[src/rtl/ahb_burst_master_seq.sv]
// AHB-Lite burst sequencer: one descriptor in, NONSEQ/SEQ/BUSY address phases out; first address one cycle after start_i.
// Address phase advances only on hready_i; stall_i inserts BUSY. AHB_BURST_BOUNDARY_SPLIT_EN splits INCR bursts at BOUND_BYTES.
module ahb_burst_master_seq #(
  parameter int ADDR_W      = 32,
  parameter int DATA_W      = 32,
  parameter int INCR_MAX    = 32,
  parameter int BOUND_BYTES = 1024
) (
  input  logic              hclk,
  input  logic              hresetn,
  input  logic              start_i,
  input  logic [ADDR_W-1:0] addr_i,
  input  logic [2:0]        hburst_i,
  input  logic [2:0]        hsize_i,
  input  logic              hwrite_i,
  input  logic [5:0]        len_i,
  input  logic              stall_i,
  input  logic              hready_i,
  input  logic [1:0]        hresp_i,
  output logic [ADDR_W-1:0] haddr_o,
  output logic [1:0]        htrans_o,
  output logic [2:0]        hburst_o,
  output logic [2:0]        hsize_o,
  output logic              hwrite_o,
  output logic              busy_o,
  output logic [5:0]        beat_o,
  output logic              done_o,
  output logic              err_o
);

  localparam logic [2:0] B_SINGLE = 3'd0;
  localparam logic [2:0] B_INCR   = 3'd1;
  localparam logic [1:0] T_IDLE   = 2'd0;
  localparam logic [1:0] T_BUSY   = 2'd1;
  localparam logic [1:0] T_NSEQ   = 2'd2;
  localparam logic [1:0] T_SEQ    = 2'd3;
  localparam logic [2:0] SIZE_MAX  = 3'($clog2(DATA_W / 8));
  localparam logic [6:0] BEATS_MAX = 7'(INCR_MAX);
  localparam logic [ADDR_W-1:0] BOUND_M = ADDR_W'(BOUND_BYTES - 1);

  typedef enum logic [1:0] {S_IDLE, S_ADDR, S_LAST, S_DONE} state_t;

  state_t            state, state_n;
  logic [ADDR_W-1:0] haddr_n;
  logic [1:0]        htrans_n;
  logic [2:0]        hburst_n, hsize_n;
  logic              hwrite_n;
  logic [5:0]        beat_n;
  logic [6:0]        nbeats, nbeats_n, cnt, cnt_n;
  logic              dvld, dvld_n, err_q, err_n;

  logic [6:0]        req_beats;
  logic [7:0]        req_bytes;
  logic [31:0]       req_span, req_off;
  logic              size_bad, align_bad, len_bad, cross_bad, reject;

  logic [ADDR_W-1:0] bytes, wmask, addr_inc, addr_nxt;
  logic              wrap, split_nxt, split_cur;

  always_comb begin
    case (hburst_i)
      3'd0:       req_beats = 7'd1;
      3'd1:       req_beats = (len_i == 6'd0) ? BEATS_MAX : {1'b0, len_i};
      3'd2, 3'd3: req_beats = 7'd4;
      3'd4, 3'd5: req_beats = 7'd8;
      default:    req_beats = 7'd16;
    endcase
    req_bytes = 8'd1 << hsize_i;
    req_span  = 32'(req_beats) * 32'(req_bytes);
    req_off   = 32'(addr_i & BOUND_M);
    size_bad  = hsize_i > SIZE_MAX;
    align_bad = |(addr_i & (ADDR_W'(req_bytes) - ADDR_W'(1)));
    len_bad   = (hburst_i == B_INCR) && ({1'b0, len_i} > BEATS_MAX);
`ifdef AHB_BURST_BOUNDARY_SPLIT_EN
    cross_bad = hburst_i[0] && (hburst_i != B_INCR) && (req_off + req_span > 32'(BOUND_BYTES));
`else
    cross_bad = hburst_i[0] && (req_off + req_span > 32'(BOUND_BYTES));
`endif
    reject = size_bad | align_bad | len_bad | cross_bad;
  end

  // WRAP keeps the upper bits of the beats*bytes window and wraps only the low bits.
  always_comb begin
    bytes    = ADDR_W'(1) << hsize_o;
    wmask    = (ADDR_W'(nbeats) << hsize_o) - ADDR_W'(1);
    addr_inc = haddr_o + bytes;
    wrap     = !hburst_o[0] && (hburst_o != B_SINGLE);
    addr_nxt = wrap ? ((haddr_o & ~wmask) | (addr_inc & wmask)) : addr_inc;
`ifdef AHB_BURST_BOUNDARY_SPLIT_EN
    split_nxt = (hburst_o == B_INCR) && ((addr_nxt & BOUND_M) == '0);
    split_cur = (hburst_o == B_INCR) && ((haddr_o & BOUND_M) == '0);
`else
    split_nxt = 1'b0;
    split_cur = 1'b0;
`endif
  end

  always_ff @(posedge hclk or negedge hresetn) begin
    if (!hresetn) state <= S_IDLE;
    else          state <= state_n;
  end

  always_comb begin
    state_n  = state;
    haddr_n  = haddr_o;
    htrans_n = htrans_o;
    hburst_n = hburst_o;
    hsize_n  = hsize_o;
    hwrite_n = hwrite_o;
    nbeats_n = nbeats;
    cnt_n    = cnt;
    beat_n   = beat_o;
    dvld_n   = dvld;
    err_n    = err_q;
    // dvld marks a data phase that belongs to a NONSEQ/SEQ transfer
    if (hready_i) begin
      if (dvld) beat_n = beat_o + 6'd1;
      dvld_n = htrans_o[1];
    end
    case (state)
      S_IDLE: begin
        if (start_i) begin
          beat_n = 6'd0;
          dvld_n = 1'b0;
          err_n  = reject;
          if (reject) begin
            state_n = S_DONE;
          end else begin
            state_n  = S_ADDR;
            haddr_n  = addr_i;
            htrans_n = T_NSEQ;
            hburst_n = hburst_i;
            hsize_n  = hsize_i;
            hwrite_n = hwrite_i;
            nbeats_n = req_beats;
            cnt_n    = 7'd0;
          end
        end
      end
      S_ADDR: begin
        if (!hready_i && hresp_i != 2'd0) begin
          htrans_n = T_IDLE;
          err_n    = 1'b1;
          state_n  = S_LAST;
        end else if (hready_i) begin
          if (htrans_o == T_BUSY) begin
            if (!stall_i) htrans_n = split_cur ? T_NSEQ : T_SEQ;
          end else if (cnt + 7'd1 == nbeats) begin
            cnt_n    = cnt + 7'd1;
            htrans_n = T_IDLE;
            state_n  = S_LAST;
          end else begin
            cnt_n    = cnt + 7'd1;
            haddr_n  = addr_nxt;
            htrans_n = stall_i ? T_BUSY : (split_nxt ? T_NSEQ : T_SEQ);
          end
        end
      end
      S_LAST: begin
        if (hready_i)                  state_n = S_DONE;
        else if (hresp_i != 2'd0)      err_n   = 1'b1;
      end
      default: state_n = S_IDLE;
    endcase
  end

  always_ff @(posedge hclk or negedge hresetn) begin
    if (!hresetn) begin
      haddr_o  <= '0;
      htrans_o <= T_IDLE;
      hburst_o <= B_SINGLE;
      hsize_o  <= 3'd0;
      hwrite_o <= 1'b0;
      beat_o   <= 6'd0;
      nbeats   <= 7'd0;
      cnt      <= 7'd0;
      dvld     <= 1'b0;
      err_q    <= 1'b0;
    end else begin
      haddr_o  <= haddr_n;
      htrans_o <= htrans_n;
      hburst_o <= hburst_n;
      hsize_o  <= hsize_n;
      hwrite_o <= hwrite_n;
      beat_o   <= beat_n;
      nbeats   <= nbeats_n;
      cnt      <= cnt_n;
      dvld     <= dvld_n;
      err_q    <= err_n;
    end
  end

  assign busy_o = (state == S_ADDR) || (state == S_LAST);
  assign done_o = (state == S_DONE);
  assign err_o  = done_o && err_q;

endmodule

[config.mk]
export PLATFORM = sky130hd
export DESIGN_NAME = ahb_burst_master_seq
export DESIGN_NICKNAME = d
export VERILOG_FILES = /design/src/rtl/ahb_burst_master_seq.sv
export SDC_FILE = /design/constraint.sdc
export NUM_CORES = 1
export LEC_CHECK = 0
export CAP_MARGIN = 25
export CORE_AREA = 5 5 126 128
export DETAILED_ROUTE_END_ITERATION = 12
export DIE_AREA = 0 0 131 133
export PLACE_DENSITY = 0.79
export SLEW_MARGIN = 20
export SYNTH_ARGS = -nofsm -noshare
export SYNTH_HDL_FRONTEND = slang
export SYNTH_SLANG_ARGS = --single-unit
[constraint.sdc]
create_clock -name hclk -period 4.15 [get_ports hclk]
set_clock_uncertainty 0.1 [all_clocks]
set_input_delay 0.415 -clock hclk [delete_from_list [all_inputs] [get_ports hclk]]
set_output_delay 0.415 -clock hclk [all_outputs]
set_load 0.005 [all_outputs]
==> out/metrics.cfg, run 1 <==
[grt]
first_global_vias = 7425
antenna_found_initial = 0
grt_start_max_net_pins = 47
grt_use_total = 0.245
grt-ovfl-total = 0
grt_pass1_wl_um = 34800

[logic_synthesis]
ys_ff_latch = 64
synth_edf_count = 0
synth_area_mm2 = 0.00710
yosys.area.top_type = dfrtp_1
async_flop_share = 1.00
ys_top_cells_by_area = dfrtp_1 23%, fa_1 9.3%, ha_1 8.8%
synth_ff_type = dfrtp_1
synth_cell_type_count = 79
ys_seq_area_frac = 0.226
syn_avg_cell_area_um2 = 8.09
syn-num-nets = 1013
synth_warnings = 0
synth_top_area_frac = 0.226
synthCells = 878

[detailed_routing]
drc = 0
drt_iter0_drc = 573
via_per_inst = 5.91
vias = 7452
first_pass_iters = 5
drt-total-wl_um = 21800
final_antenna_net_count = 0
wl_per_cell_um = 17.3

[clock_tree]
cts-buffers-inserted = 9
cts.sinks = 64
cts_tree = yes
cts.root.buffer_cell = clkbuf_16
htreeDepth = 3
cts_buffer_depth = 2
worstSkewPairLatency_ps = 340
clk_pin_slew_ps = 50

[timing]
hold_violations = 0
post-route-min-period_ps = 6130
slew_viol_final = 0
setup_violations = 56
layout_setup_ws_ps = -1980
worstMarginPinSlew_ps = 717
grt_setup_unrepaired = yes
period_share = 1.48
hold_ws_ps = 373
fmax_mhz = 163
relSlewSlack = 0.519

[setup_path]
crit_top_cell = fa_1
crit_end = htrans_o[0]
worstPathRequired_ps = 4270
path_cells = buf_6 -> or4_4 -> nor2_4 -> o211ai_1 -> or2_4 -> fa_1 -> fa_1 -> inv_1 -> fa_1 -> inv_2 -> fa_1 -> inv_2 -> ha_4 -> a21o_1 -> a221oi_4 -> o31ai_2 -> mux2_4 -> nor4b_4 -> nand4_1 -> buf_4 -> nand2_4 -> nor4b_4 -> mux2_4
worstRegToRegCells = 10
cp_max_fo = 5
path_class = in -> reg
crit_slowest_cell = or4_4
start_kind = input port
crit_start = len_i[0]
crit_cells = 23
max_stage_delay_ps = 540
critPathTopFamily = adder cells
worstPathArrival_ps = 6250
endpoint_kind = flip-flop
crit_buf_inv = 5
reg2reg_from = hsize_o[2]
reg2reg_slack_ps = 430

[status]
status = complete, but fails checks
violations = setup timing

[layout]
syn_to_final_growth_pct = 35.3
fin_nets = 1204
drive_gt1_frac = 0.201
antenna_cells = 0
fill_cells = 1224
final_cells = 1261

[run]
cap_violations = 0

[placement]
dp_cells = 1226
io_buffers = 101
hpwl_um = 16500
routabilityCongestion = 0.942

[floorplan]
die-area_mm2 = 0.0174
design.core.area_mm2 = 0.0148
die_h_um = 133
start_util = 0.481
rows = 45
num_io_pins = 102
dieWidth_um = 131

[power_and_ir_drop]
p_leak_nw = 4.31
power_density_mw_per_mm2 = 623
vdd_drop_max_mv = 0.267

[worst_hold_path]
worst_hold_path_type = in -> async

cells in the mapped netlist, types with 10 or more instances:
cell,instances
a31oi_1,14
clkbuf_1,24
a21oi_1,57
nor3_1,15
nand3_1,28
xnor2_1,16
ha_1,50
o21ai_0,74
fa_1,33
mux2i_1,15
buf_2,11
inv_1,73
or2_2,13
dfrtp_1,64
xor2_1,15
or3_1,10
mux2_2,14
nand2_1,67
nor2_1,95
nand2b_1,23
per-layer routing:
metal | vias up | part of all wire | global-route usage
met5 | - | 0 | 0
met4 | 0 | 0.035 | 0.106
met3 | 71 | 0.065 | 0.0287
met2 | 313 | 0.50 | 0.429
met1 | 3553 | 0.40 | 0.297
li1 | 3515 | - | -
cell type report:
type,count,area [µm²],area share
multi-input combinational,701,5290,0.551
clock inverter,3,17.5,0.00182
inverter,73,274,0.0285
clock buffer,12,256,0.0267
sequential,64,1600,0.167
timing repair buffer,220,1930,0.201
tap,188,235,0.0245
logic make-up (layout without fill, tap and decap cells):
| kind of cell | after synthesis | after routing | synth area share |
|---|---|---|---|
| AO/OA/AOI/OAI | 234 | 235 | 0.212 |
| AND/OR/NAND/NOR | 320 | 320 | 0.228 |
| multiplexers | 32 | 32 | 0.0497 |
| adder cells (fa/ha/maj) | 83 | 83 | 0.181 |
| buffers and inverters | 114 | 308 | 0.0659 |
| flip-flops | 64 | 64 | 0.226 |
| XOR/XNOR | 31 | 31 | 0.0382 |
layout by cell type, fill, tap and decap left out, types with 16 or more instances in the layout:
cell type,Yosys,final
a21oi_1,57,45
buf_4,1,110
clkdlybuf4s50_1,0,93
dfrtp_1,64,64
fa_1,33,33
ha_1,50,47
inv_1,73,71
nand2_1,67,65
nand2b_1,23,23
nand3_1,28,28
nor2_1,95,92
o21ai_0,74,48
o21ai_1,2,24
xnor2_1,16,16
power by group:
part / internal, mW / switching, mW
combinational: 1.88 / 2.06
sequential: 0.909 / 0.414
clock: 0.432 / 0.286
per-stage QoR:
step	total power [mW]	area (µm²)	setup WS [ps]	util	TNS, ps
finish	5.98	9610	-1980	0.651	-105200
global route	6.41	9610	-2220	0.651	-119350
floorplan	3.80	7250	-2180	-	-110220
detailed placement	5.06	9000	-2830	0.610	-150320
global placement	4.97	9000	-2630	0.610	-141510
CTS	5.88	9520	-1980	0.645	-104040
worst min path at each step:
stage / endpoint / cells past startpoint
floorplan: async pin / 0
global placement: hwrite_o / 1
detailed placement: hwrite_o / 1
CTS: beat_o[4] / 1
global route: beat_o[4] / 2
finish: beat_o[4] / 2
what timing repair did:
item	in CTS	in global routing
pin swaps	20	4
resized for setup	48	10
cloned	0	1
setup endpoints to repair	56	56
buffers inserted	16	3
hold endpoints to repair	0	7
hold buffers	0	1
Power figures use the tool's default switching activity.
==> run 2: changes to the inputs <==
--- a/config.mk
+++ b/config.mk
@@ -9,7 +9,7 @@
 export CORE_AREA = 5 5 126 128
 export DETAILED_ROUTE_END_ITERATION = 12
 export DIE_AREA = 0 0 131 133
-export PLACE_DENSITY = 0.79
+export PLACE_DENSITY = 0.77
 export SLEW_MARGIN = 20
 export SYNTH_ARGS = -nofsm -noshare
 export SYNTH_HDL_FRONTEND = slang
==> out/metrics.cfg, run 2 (synthesis results as in run 1) <==
[clock_tree]
cts_hold_buf = 0  ; unchanged
cts_tree = yes
clk_pin_slew_ps = 60  ; about the same
cts-buffers-inserted = 9  ; unchanged
worstSkewPairLatency_ps = 340  ; about the same
cts.sinks = 64  ; unchanged
htreeDepth = 3  ; unchanged
cts.root.buffer_cell = clkbuf_16
cts_buffer_depth = 2  ; unchanged

[layout]
stdcell_area_mm2 = 0.0100  ; +4.4%
final_core_utilization = 0.680  ; +0.0287
layout_commonest_cell = buf_4
layout_common_cells = 92 x buf_4, 91 x clkdlybuf4s50_1, 89 x nor2_1, 70 x inv_1, 64 x dfrtp_1
antenna_cells = 0  ; unchanged
final_cells = 1257  ; -0.32%
fin_nets = 1199  ; -0.42%
drive_gt1_frac = 0.242  ; +0.0410
syn_to_final_growth_pct = 41.3

[power_and_ir_drop]
power_density_mw_per_mm2 = 662  ; +6.3%
vdd_drop_max_mv = 0.285  ; +6.9%
p_leak_nw = 4.44  ; +3.2%
power.internal_mw = 3.58  ; +11%
seqPwrFrac = 0.202  ; -0.019
clock_power_share = 0.135  ; +0.015
power_switching_mw = 3.06  ; +11%
sw_frac_of_total = 0.461  ; -0.000967
pwr-share-comb = 0.663  ; +0.004
finalPower_mw = 6.64  ; +11%

[timing]
fmax_mhz = 162  ; -0.58%
setup-tns-final_ps = -106970  ; -1770 ps
hold_ws_ps = 79.9  ; -294 ps
slew_viol_final = 0  ; unchanged
worstMarginPinSlew_ps = 1020  ; +308 ps
hold_violations = 0  ; unchanged
layout_setup_ws_ps = -2020  ; -35.9 ps
setup_violations = 56  ; unchanged
relSlewSlack = 0.311  ; -0.207
grt_setup_unrepaired = yes
post-route-min-period_ps = 6170  ; +35.9 ps
period_share = 1.49  ; +0.00865

[floorplan]
die_h_um = 133  ; unchanged
dieWidth_um = 131  ; unchanged
die-area_mm2 = 0.0174  ; unchanged
rows = 45  ; unchanged
design.core.area_mm2 = 0.0148  ; unchanged
start_util = 0.481  ; unchanged
num_io_pins = 102  ; unchanged

[setup_path]
reg2reg_from = hsize_o[0]
cp_max_fo = 5  ; unchanged
worstPathArrival_ps = 6290  ; +40 ps
path_class = in -> reg
endpoint_kind = flip-flop
worstPathRequired_ps = 4270  ; about the same
reg2reg_slack_ps = 200  ; -230 ps
worstRegToRegCells = 10  ; unchanged
start_kind = input port

[worst_hold_path]
worst_hold_path_type = in -> async

[grt]
first_global_vias = 7237  ; -2.5%
grt-ovfl-total = 0  ; unchanged
grt_pass1_wl_um = 35200  ; +0.93%
antenna_found_initial = 0  ; unchanged
grt_start_max_net_pins = 47  ; unchanged
grt_use_total = 0.247  ; +0.00251

[detailed_routing]
final_antenna_net_count = 0  ; unchanged
wl_met3_um = 1330  ; -6.1%
first_pass_iters = 5  ; unchanged
wl_met2_um = 11200  ; +2.1%
drc = 0  ; unchanged
wl_per_cell_um = 17.8  ; +3.1%
via_per_inst = 5.89  ; -0.41%
m1WireLength_um = 9090  ; +5.2%
drt_iter0_drc = 590  ; +3.0%
drt-total-wl_um = 22400  ; +2.8%
highest_layer = met4
vias = 7398  ; -0.72%

[placement]
routabilityCongestion = 0.929  ; -1.4%
dp_cells = 1223  ; -0.24%
place_ws_ps = -2790  ; +42.3 ps
dpl-instance-area_mm2 = 0.00899  ; about the same
hpwl_um = 15900  ; -3.9%
io_buffers = 101  ; unchanged

[status]
violations = setup timing
status = complete, but fails checks

[run]
cap_violations = 0  ; unchanged

[run 2: what timing repair did]
action	in CTS	in global routing
gates cloned	5	0
resized for setup	91	50
setup buffers	8	5
hold endpoints to repair	0	0
setup endpoints to repair	56	56
pin swaps	32	19
[run 2: layout make-up]
type                       count  area (µm²)
multi-input combinational    702        5620
inverter                      73         274
tap                          188         235
clock buffer                  10         229
timing repair buffer         214        1960
clock inverter                 6         116
fill                        1153        4720
sequential                    64        1600
[run 2: metal layers]
metal,global-route usage,vias to the layer above
met5,0,-
met4,0.0914,0
met3,0.0295,66
met2,0.429,281
met1,0.310,3536
li1,-,3515
[run 2: worst max-delay path: stages]
cell and delay (ps):
buf_6 90, or4_4 530, nor2_4 120, o211ai_1 170
or2_4 290, fa_1 510, fa_1 540, inv_2 40
fa_1 480, inv_2 40, fa_1 490, inv_2 50
ha_4 210, buf_4 140, xor2_1 150, a211o_1 250
a21oi_2 190, o2111ai_2 130, o311ai_1 300, buf_4 160
nand4_1 120, buf_4 190, nand2_4 50, and2_4 190
buf_12 130, mux2_4 300
[run 2: power groups by stage]
stage	Clock (mW)	Sequential (mW)	Combinational, mW
floorplan	0	1.19	2.61
global placement	0	1.31	3.68
detailed placement	0	1.31	3.76
CTS	0.903	1.31	4.15
global route	0.926	1.38	4.79
finish	0.898	1.34	4.40
[run 2: worst max path at each step]
| stage | from | to | slack (ps) | cells past startpoint |
|---|---|---|---|---|
| 4_1_cts | len_i[0] | htrans_o[0] | -1980 | 23 |
| 2_1_floorplan | len_i[3] | hburst_o[0] | -2180 | 24 |
| 6_report | len_i[1] | hsize_o[1] | -2020 | 26 |
| 3_5_place_dp | len_i[4] | htrans_o[0] | -2790 | 22 |
| 5_1_grt | len_i[1] | htrans_o[0] | -2230 | 24 |
| 3_3_place_gp | len_i[4] | htrans_o[0] | -2710 | 24 |
